[config.mk]
export PLATFORM = sky130hd
export DESIGN_NAME = strm_cmd_framer
export DESIGN_NICKNAME = d
export VERILOG_FILES = /design/src/rtl/strm_cmd_framer.sv
export SDC_FILE = /design/constraint.sdc
export NUM_CORES = 1
export LEC_CHECK = 0
export CELL_PAD_IN_SITES_DETAIL_PLACEMENT = 1
export CELL_PAD_IN_SITES_GLOBAL_PLACEMENT = 1
export CORE_ASPECT_RATIO = 1.75
export CORE_UTILIZATION = 31
export CTS_BUF_LIST = sky130_fd_sc_hd__clkbuf_4 sky130_fd_sc_hd__clkbuf_8
export CTS_CLUSTER_DIAMETER = 50
export DETAILED_ROUTE_END_ITERATION = 10
export PLACE_DENSITY = 0.72
export SETUP_SLACK_MARGIN = 0.1
export SYNTH_ARGS = -nofsm -noshare
export SYNTH_HDL_FRONTEND = slang
export SYNTH_SLANG_ARGS = --single-unit
[constraint.sdc]
create_clock -name clk -period 2.7 [get_ports clk]
set_clock_uncertainty 0.2 [all_clocks]
set_input_delay 0.405 -clock clk [delete_from_list [all_inputs] [get_ports clk]]
set_output_delay 0.405 -clock clk [all_outputs]
set_load 0.03 [all_outputs]
[src/rtl/strm_cmd_framer.sv]
// Command-driven stream framer: emits one header word {op, params} followed by
// LEN payload words taken from the input stream, with m_tlast on the final word.
module strm_cmd_framer #(
    parameter int DW    = 32,
    parameter int CNT_W = 16
) (
    input  logic             clk,
    input  logic             rst_n,
    input  logic             cmd_valid,
    output logic             cmd_ready,
    input  logic [3:0]       cmd_op,
    input  logic [27:0]      cmd_params,
    input  logic             s_tvalid,
    output logic             s_tready,
    input  logic [DW-1:0]    s_tdata,
    output logic             m_tvalid,
    input  logic             m_tready,
    output logic [DW-1:0]    m_tdata,
    output logic             m_tlast,
    output logic             cmd_err,
    output logic             frame_done,
    output logic [CNT_W-1:0] frame_cnt
);

    typedef enum logic [1:0] {IDLE, HEADER, DATA} state_t;

    state_t      state;
    logic [15:0] remaining;
    logic        cmd_hs;
    logic        in_hs;
    logic        out_hs;

    function automatic logic op_legal(input logic [3:0] op);
        case (op)
            4'b0000, 4'b0001, 4'b0010, 4'b0100: return 1'b1;
            default:                            return 1'b0;
        endcase
    endfunction

    assign cmd_ready = (state == IDLE);
    assign s_tready  = (state == DATA) && (remaining != 16'd0) && (!m_tvalid || m_tready);
    assign cmd_hs    = cmd_valid && cmd_ready;
    assign in_hs     = s_tvalid && s_tready;
    assign out_hs    = m_tvalid && m_tready;

    // The output register doubles as the header capture: m_tlast on the
    // header word already records whether LEN was zero.
    always_ff @(posedge clk) begin
        if (!rst_n) begin
            state      <= IDLE;
            remaining  <= 16'd0;
            m_tvalid   <= 1'b0;
            m_tdata    <= '0;
            m_tlast    <= 1'b0;
            cmd_err    <= 1'b0;
            frame_done <= 1'b0;
            frame_cnt  <= '0;
        end else begin
            cmd_err    <= 1'b0;
            frame_done <= 1'b0;
            case (state)
                IDLE: begin
                    if (cmd_hs) begin
                        if (op_legal(cmd_op)) begin
                            remaining <= cmd_params[15:0];
                            m_tvalid  <= 1'b1;
                            m_tdata   <= DW'({cmd_op, cmd_params});
                            m_tlast   <= (cmd_params[15:0] == 16'd0);
                            state     <= HEADER;
                        end else begin
                            cmd_err <= 1'b1;
                        end
                    end
                end
                HEADER: begin
                    if (out_hs) begin
                        m_tvalid <= 1'b0;
                        if (m_tlast) begin
                            state      <= IDLE;
                            frame_done <= 1'b1;
                            frame_cnt  <= frame_cnt + 1'b1;
                        end else begin
                            state <= DATA;
                        end
                    end
                end
                DATA: begin
                    if (in_hs) begin
                        m_tvalid  <= 1'b1;
                        m_tdata   <= s_tdata;
                        m_tlast   <= (remaining == 16'd1);
                        remaining <= remaining - 16'd1;
                    end else if (out_hs) begin
                        m_tvalid <= 1'b0;
                    end
                    // No load can coincide with the last word draining: remaining is already 0.
                    if (out_hs && m_tlast) begin
                        state      <= IDLE;
                        frame_done <= 1'b1;
                        frame_cnt  <= frame_cnt + 1'b1;
                    end
                end
                default: state <= IDLE;
            endcase
        end
    end

endmodule

After elaboration in Yosys (flattened, before gate mapping)
Cells that the tools add are included.
Operators by class
  add/sub/neg operators: 2
  equal/unequal tests: 12
  muxes and demuxes: 36
  reduce and logical (&&, ||, !) cells: 21
Operator list (number)
  $mux 16: 6
  $mux 32: 3
  $pmux 16 s2: 2
  $pmux 32 s2: 1
  $add 16x1->16 const B: 1
  $eq 16x1->1 const B: 1
  $logic_not 16->1: 1
  $reduce_bool 16->1: 1
  $sub 16x1->16 const B: 1
  $mux 1: 15
  $reduce_and 4->1: 3
  $mux 2: 5
  $logic_and 1x1->1: 6
  $ne 2x1->1 const B: 3
  $ne 2x2->1 const B: 3
  $pmux 2 s3: 1
  $reduce_and 3->1: 2
  $eq 4x1->1 const B: 1
  $eq 4x2->1 const B: 1
  $eq 4x3->1 const B: 1
  $logic_not 4->1: 1
  $pmux 1 s2: 2
  $reduce_bool 2->1: 2
  $reduce_or 4->1: 1
  7 further kinds: 7
Word-level totals
  flip-flop bits (word level): 70
  input bits: 69
  output and inout port bits: 54
  logic and storage cells: 79

Longest topological paths before layout
Gate-level depths: netlist (run 1).
  depth after elaboration: 9
  depth in mapped cells: 8
  gate-level depth less buffers: 7

Worst setup path after synthesis (run 1)
Ideal clock, no wire load.
  kind: reg2out
  from: reg state[0]
  to: out s_tready
  arrival: 1866 ps
  required time: 2095 ps
  slack: 229 ps
  stages on the path, launching flop included: 8
  path buffers: 3
  cell sequence: dfxtp_1 > inv_1 > ha_1 > buf_2 > buf_1 > buf_1 > nand2_1 > a21oi_1
On the way
  cells in the longest elaborated chain, start to end: 3
RTL lines
  from (decl): line 27  | state_t state;
  from (signal assigned): line 50  | state <= IDLE;
  from (signal assigned): line 69  | state <= HEADER;
  from (signal assigned): line 79  | state <= IDLE;
  $eq 2x2->1: line 41  | assign s_tready = (state == DATA) && (remaining != 16'd0) && (!m_tvalid || m_tready);
  $logic_and 1x1->1 (2 in series): line 41
  to (decl): line 14  | output logic s_tready,
No other way between the ends.

Worst setup path in the final report (run 1)
  from: reg remaining[0]
  to: out s_tready
On the way
  cells in the longest elaborated chain, start to end: 3
RTL lines
  from (decl): line 28  | logic [15:0] remaining;
  from (signal assigned): line 65  | remaining <= cmd_params[15:0];
  from (signal assigned): line 92  | remaining <= remaining - 16'd1;
  $reduce_bool 16->1: line 41
  $logic_and 1x1->1 (2 in series): line 41
No other way between the ends.

==> impl_metrics.csv, run 1 <==
group,metric,value,unit
yosys,synth.lib_cells_used.distinct,55,
cts,tritoncts,"yes",
cts,path_clk_slew,0.07,ns
floorplan,die-area,0.01220,mm2
cts,tritoncts.num_buffers,9,
pwr,sequentialPowerShare,0.381,
cts,h-tree-depth,3,
timing,finalSetupViolCount,0,
worst_setup_path,worstPathMaxFanout,6,
timing,finalHoldViolations,0,
worst_setup_path,worstSetupStartpoint,"remaining[0]$_SDFFE_PN0P_",
final_layout,syn2layout_area_growth,44.45,%
cts,clk_path_buf_depth,2,
global_route,initial_antenna_violation_count,0,
pwr,p_sw_frac,0.3698,
drt,final_antenna_net_count,0,
placement,io_buffer_count,122,
yosys,synth_area_leader_cell,"dfxtp_1",
pwr,pwr-share-comb,0.384,
drt,wl_per_cell,17.50,um
yosys,synth.top_cell.area_share,0.3850,
floorplan,start_util,0.3161,
floorplan,die_h,145.3,um
yosys,synth_nets,488,
yosys,share_of_flip_flops_with_an_asynchronous_set_or_reset_after_synthesis,0,
global_route,aggregate_global_route_resource_usage,0.2029,
timing,finalHoldWorstSlack,0.3004,ns
status,status,"complete, but fails checks",
timing,final_worst_setup_slack,0.2184,ns
global_route,grt_overflow_total,0,
worst_hold_path,start_point_of_the_worst_hold_path,"remaining[1]$_SDFFE_PN0P_",
job,maximum_capacitance_violations,0,
cts,numClockSinks,70,
timing,final.min_clock_period,2.482,ns
timing,max_freq,0.4030,GHz
drt,drc,7,
yosys,synth_warnings,0,
final_layout,final_design_area_no_fill,0.005258,mm2
worst_setup_path,r2r.worst_path.cells,9,
drt,vias,3601,
worst_setup_path,signal_arrival_time_at_the_worst_endpoint,1.88,ns
final_layout,layout.nets,614,
worst_setup_path,setup.worst_path.start_class,"flip-flop",
status,failed_checks,"design-rule violations",
drt,detail_route.iter0.violations,144,
drt,post_drt_via_cell_ratio,5.311,
worst_setup_path,required,2.10,ns
timing,post-route-period-util,0.9191,
yosys,synth_sequential_area_ratio,0.3850,
placement,post-place-ws,-0.002387,ns
floorplan,core_area,0.01152,mm2
cts,cts_hold_buf,0,
worst_setup_path,cp-end-kind,"output pin",
yosys,post-synth-top-count-cell,"dfxtp_1",
yosys,synth_flop_cell,"dfxtp_1",
worst_setup_path,setup.worst_path.class,"flip-flop to output pin",
pwr,static-leakage-power,1.824,nW
pwr,clkPwrFrac,0.235,
yosys,synth_edf_count,0,
timing,grt_setup_unrepaired,"false",
final_layout,share_of_cells_above_drive_strength_1,0.1271,
yosys,post_synth.cell_area_avg,8.834,um2
timing,max_slew_margin,0.6989,
yosys,synth_area_leaders,"dfxtp_1 39%, a211oi_2 6.9%, nor2_1 6.8%",
final_layout,fillers,1332,
drt,dr.pass1.iters,7,
timing,worst_pin_slew,0.4479,ns
worst_setup_path,reg2reg_from,"remaining[0]$_SDFFE_PN0P_",
pwr,power_density,612.6,mW/mm2
placement,routability_congestion_estimate_from_global_placement,0.7886,
final_layout,diodes_inserted,0,
floorplan,io-pin-count,123,
placement,place_hpwl,9.118,mm
worst_hold_path,timing.hold.worst_path_depth,2,
worst_hold_path,min_path_type,"flip-flop to flip-flop",
timing,drv_slew,0,
global_route,grt_pass1_wl,19.55,mm
pwr,irDropWorstVdd,0.2800,mV
drt,wirelength,11.86,mm
global_route,grt_pass1_vias,4012,
placement,detailed_place.area,0.005077,mm2
yosys,synthCells,412,
floorplan,number_of_placement_rows,52,
final_layout,utilization,0.4565,
pwr,power.net_switching,1.191,mW
floorplan,die_width,83.91,um
yosys,mappedNetlistArea,0.003640,mm2
yosys,commonest_cells_in_the_synthesized_netlist,"70 x dfxtp_1, 66 x nor2_1, 23 x mux2i_1",
global_route,pin_count_of_the_biggest_net_entering_global_routing,36,
cts,cts-root-buf,"clkbuf_8",
cts,clkLatencyLatePin,0.34,ns
pwr,internal_power,2.030,mW
yosys,synth.ff_latch_count,70,
[power groups by stage]
stage	Sequential (mW)	Clock (mW)	Combinational, mW
final	1.23	0.756	1.24
after global routing	1.24	0.835	1.33
after CTS	1.23	0.788	1.24
after detailed placement	1.25	0	1.23
after global placement	1.24	0	1.20
after floorplan	1.38	0	0.589
[cell usage in the layout, fill, tap and decap left out, drive strengths merged, types with 2 or more instances in the layout]
cell type      count
nor2b              9
and3               8
o21ai             19
nand4              9
ha                 7
dfxtp             70
a211oi            33
clkinv             5
clkdlybuf4s50    121
mux2i             23
o221a              2
a41oi              3
nand2b             3
xnor2              4
nand2             22
nand3              6
or4                2
o31a               2
o32ai              2
o21a               4
inv               10
o211ai             4
and2               3
nor3              14
a21oi             17
a21o               3
nor4              11
o31ai              4
buf               19
nor2              66
clkbuf            11
xor2              11
[cell type report]
type | instances | area, um2 | area share
Timing Repair Buffer | 140 | 1391 | 0.2646
Tap cell | 135 | 168.9 | 0.03213
Sequential cell | 70 | 1404 | 0.2670
Clock buffer | 11 | 145.1 | 0.02761
Inverter | 10 | 37.54 | 0.007139
Clock inverter | 5 | 25.02 | 0.004760
Multi-Input combinational cell | 307 | 2086 | 0.3967
[final timing paths]
kind,endpoint,slack [ns]
hold reg to reg,remaining[1]$_SDFFE_PN0P_,0.30
setup reg to reg,remaining[3]$_SDFFE_PN0P_,0.41
hold / removal,remaining[1]$_SDFFE_PN0P_,0.30
setup / recovery,s_tready,0.22
[logic make-up after synthesis]
logic type | after synthesis | share of synthesized area
buffers and inverters | 35 | 0.04469
AO/OA/AOI/OAI | 102 | 0.2221
XOR/XNOR | 15 | 0.03609
adder cells (fa/ha/maj) | 8 | 0.02681
AND/OR/NAND/NOR | 159 | 0.2221
flip-flops | 70 | 0.3850
multiplexers | 23 | 0.06325
[through the flow]
step | total power [mW] | TNS, ns | cells
after floorplan | 1.966 | 0 | 412
after global placement | 2.445 | 0 | 662
after detailed placement | 2.479 | -0.002387 | 662
after CTS | 3.252 | 0 | 678
after global routing | 3.407 | 0 | 678
final | 3.221 | 0 | 678
[routing by layer]
metal  vias up  share of wire  track usage
met1      1743           0.37       0.2095
met4         0          0.032       0.1000
li1       1744              -            -
met5         -              0            0
met2        87           0.56       0.3865
met3        27          0.033      0.03403
[worst max-delay path, stage by stage, from the launching register on]
cell and delay, ns:
dfxtp_2 0.37, inv_1 0.07, ha_1 0.23, nor3b_2 0.16
buf_4 0.16, nand2_1 0.12, nor2_4 0.06, a21oi_1 0.16
buf_4 0.19
[what timing repair did]
| action | in CTS | in global routing |
|---|---|---|
| endpoints found under the hold margin | 0 | 0 |
| gates resized for setup | 0 | 4 |
| setup buffers | 0 | 0 |
| setup endpoints to repair | 0 | 1 |
[sequential cells by signal, summed over array words and instances, names as in the netlist]
signal      cells
cmd_err         1
m_tvalid        1
m_tlast         1
m_tdata        32
state           2
remaining      16
frame_cnt      16
frame_done      1
(Power assumes the default switching activity.)
==> inputs of run 2 (changes only) <==
--- a/config.mk
+++ b/config.mk
@@ -8,5 +8,5 @@
 export CELL_PAD_IN_SITES_DETAIL_PLACEMENT = 1
 export CELL_PAD_IN_SITES_GLOBAL_PLACEMENT = 1
-export CORE_ASPECT_RATIO = 1.75
+export CORE_ASPECT_RATIO = 1.5
 export CORE_UTILIZATION = 31
 export CTS_BUF_LIST = sky130_fd_sc_hd__clkbuf_4 sky130_fd_sc_hd__clkbuf_8
==> constraint.sdc (replaced) <==
create_clock -name clk -period 2.7 [get_ports clk]
set_clock_uncertainty 0.2 [all_clocks]
set_input_delay 0.81 -clock clk [delete_from_list [all_inputs] [get_ports clk]]
set_output_delay 0.81 -clock clk [all_outputs]
set_load 0.03 [all_outputs]
==> run 2 against run 1 <==
Net effect:
- the run now ends clean
- register-to-register slack worse by 0.13 ns
- maximum frequency is 5.0% lower
- die area hardly changed
- clock-buffer cell count is 1 lower
- total power is 8.2% higher
- combinational power is 14% higher
- critical path depth is 4 lower
- cell area is 7.2% higher
- critical endpoint unchanged
- largest cell class unchanged
- highest routed layer unchanged
==> impl_metrics.csv, run 2 (synthesis results as in run 1) <==
group,metric,value,unit
placement,post-place-ws,-0.3593,ns
drt,detail_route.iter0.violations,107,
cts,clkLatencyLatePin,0.36,ns
worst_setup_path,signal_arrival_time_at_the_worst_endpoint,1.60,ns
final_layout,syn2layout_area_growth,54.80,%
final_layout,diodes_inserted,0,
timing,grt_setup_unrepaired,"true",
drt,wl_per_cell,17.53,um
worst_setup_path,required,1.69,ns
global_route,initial_antenna_violation_count,0,
cts,clk_path_buf_depth,2,
worst_hold_path,timing.hold.worst_path_depth,2,
final_layout,seq_area,0.001405,mm2
placement,detailed_place.area,0.005275,mm2
final_layout,registers.top_by_ff_count,"m_tdata",
drt,vias,3733,
timing,max_slew_margin,0.7218,
timing,post-route-period-util,0.9676,
worst_setup_path,setup.worst_path.class,"flip-flop to output pin",
final_layout,share_of_cells_above_drive_strength_1,0.1831,
cts,h-tree-depth,3,
status,status,"finished, final reports clean",
cts,tritoncts,"yes",
final_layout,final_common_cell,"clkdlybuf4s50_1",
global_route,aggregate_global_route_resource_usage,0.2097,
floorplan,number_of_placement_rows,48,
cts,tritoncts.num_buffers,9,
cts,numClockSinks,70,
final_layout,multi_input_logic_area,0.002151,mm2
final_layout,most-common-layout-cells,"117 x clkdlybuf4s50_1, 69 x dfxtp_1, 64 x nor2_1, 37 x buf_4, 23 x mux2i_1",
global_route,pin_count_of_the_biggest_net_entering_global_routing,44,
timing,max_freq,0.3828,GHz
global_route,grt_pass1_wl,20.17,mm
worst_setup_path,setup.worst_path.start_class,"flip-flop",
final_layout,fillers,1306,
drt,drc,0,
timing,final_worst_setup_slack,0.08735,ns
final_layout,layout_top_registers,"m_tdata (32), frame_cnt (16), remaining (16)",
floorplan,start_util,0.3173,
floorplan,io-pin-count,123,
timing,drv_slew,0,
final_layout,largest_register_ffs,32,
floorplan,die_width,90.47,um
timing,finalSetupViolCount,0,
drt,dr.pass1.iters,6,
timing,finalHoldViolations,0,
floorplan,die_h,134.7,um
drt,post_drt_via_cell_ratio,5.199,
pwr,power_density,618.5,mW/mm2
final_layout,final_design_area_no_fill,0.005634,mm2
pwr,static-leakage-power,2.029,nW
worst_setup_path,cp-end-kind,"output pin",
pwr,irDropWorstVdd,0.2827,mV
placement,place_hpwl,9.066,mm
worst_setup_path,r2r.worst_path.cells,10,
drt,final_antenna_net_count,0,
global_route,grt_overflow_total,0,
job,maximum_capacitance_violations,0,
timing,worst_pin_slew,0.4139,ns
worst_setup_path,worstPathMaxFanout,3,
placement,routability_congestion_estimate_from_global_placement,0.7986,
floorplan,core_area,0.01147,mm2
floorplan,die-area,0.01219,mm2
cts,cts-root-buf,"clkbuf_8",
final_layout,layout.nets,640,
drt,wirelength,12.59,mm
cts,path_clk_slew,0.08,ns
timing,final.min_clock_period,2.613,ns
worst_hold_path,min_path_type,"flip-flop to flip-flop",
placement,io_buffer_count,122,
global_route,grt_pass1_vias,3970,
==> run 2: cell count changes in the layout (fill, tap and decap cells not counted), moves of 2 or more <==
cell / change
buf_12: +2
buf_4: +21
clkdlybuf4s50_1: -4
dfxtp_2: -2
dlygate4sd2_1: +2
dlymetal6s2s_1: +2
inv_1: -2
==> run 2: cell type report <==
cell class | count | share of cell area
Inverter | 10 | 0.007106
Clock buffer | 10 | 0.02443
Tap cell | 150 | 0.03331
Sequential cell | 70 | 0.2494
Clock inverter | 5 | 0.008883
Timing Repair Buffer | 166 | 0.2951
Multi-Input combinational cell | 307 | 0.3817
==> run 2: worst paths after layout <==
check | from | to | slack (ns)
hold / removal | remaining[1]$_SDFFE_PN0P_ | remaining[1]$_SDFFE_PN0P_ | 0.31
hold reg to reg | remaining[1]$_SDFFE_PN0P_ | remaining[1]$_SDFFE_PN0P_ | 0.31
setup reg to reg | state[0]$_SDFFE_PN0P_ | remaining[2]$_SDFFE_PN0P_ | 0.28
setup / recovery | remaining[8]$_SDFFE_PN0P_ | s_tready | 0.09
==> run 2: power by group <==
part	total (mW)	internal [mW]	switching, mW	leakage [nW]
Combinational	1.41	0.644	0.768	1.36
Clock	0.846	0.440	0.406	0.102
Sequential	1.23	1.14	0.0886	0.570
Total	3.48	2.22	1.26	2.03
==> run 2: stage by stage <==
| step | instances | util | setup TNS (ns) | power, mW | hold slack [ns] |
|---|---|---|---|---|---|
| 2_1_floorplan | 412 | - | 0 | 1.977 | 0.2669 |
| 3_3_place_gp | 696 | 0.4599 | -10.85 | 2.506 | 0.2859 |
| 3_5_place_dp | 696 | 0.4599 | -14.05 | 2.540 | 0.2980 |
| 4_1_cts | 713 | 0.4858 | 0 | 3.481 | 0.2931 |
| 5_1_grt | 718 | 0.4912 | 0 | 3.678 | 0.3209 |
| 6_report | 718 | 0.4912 | 0 | 3.485 | 0.3063 |
==> run 2: worst max-delay path: stages, from the launching register on <==
cell,delay (ns)
dfxtp_1,0.32
or4_4,0.58
nor2_4,0.15
a21oi_4,0.07
buf_6,0.14
==> run 2: what timing repair did <==
action / 4_1_cts / 5_1_grt
endpoints found under the setup margin: 34 / 6
hold buffers: 0 / 0
resized for setup: 14 / 11
pin swaps: 1 / 3
buffers inserted: 0 / 5
gates cloned: 2 / 0
==> run 2: layer usage <==
layer	wire (um)	global-route usage	part of all wire	vias to the layer above
met5	0	0	0	-
met4	377	0.09050	0.030	0
met3	378	0.04167	0.030	28
met2	6810	0.3910	0.54	93
met1	5022	0.2276	0.40	1809
li1	-	-	-	1803
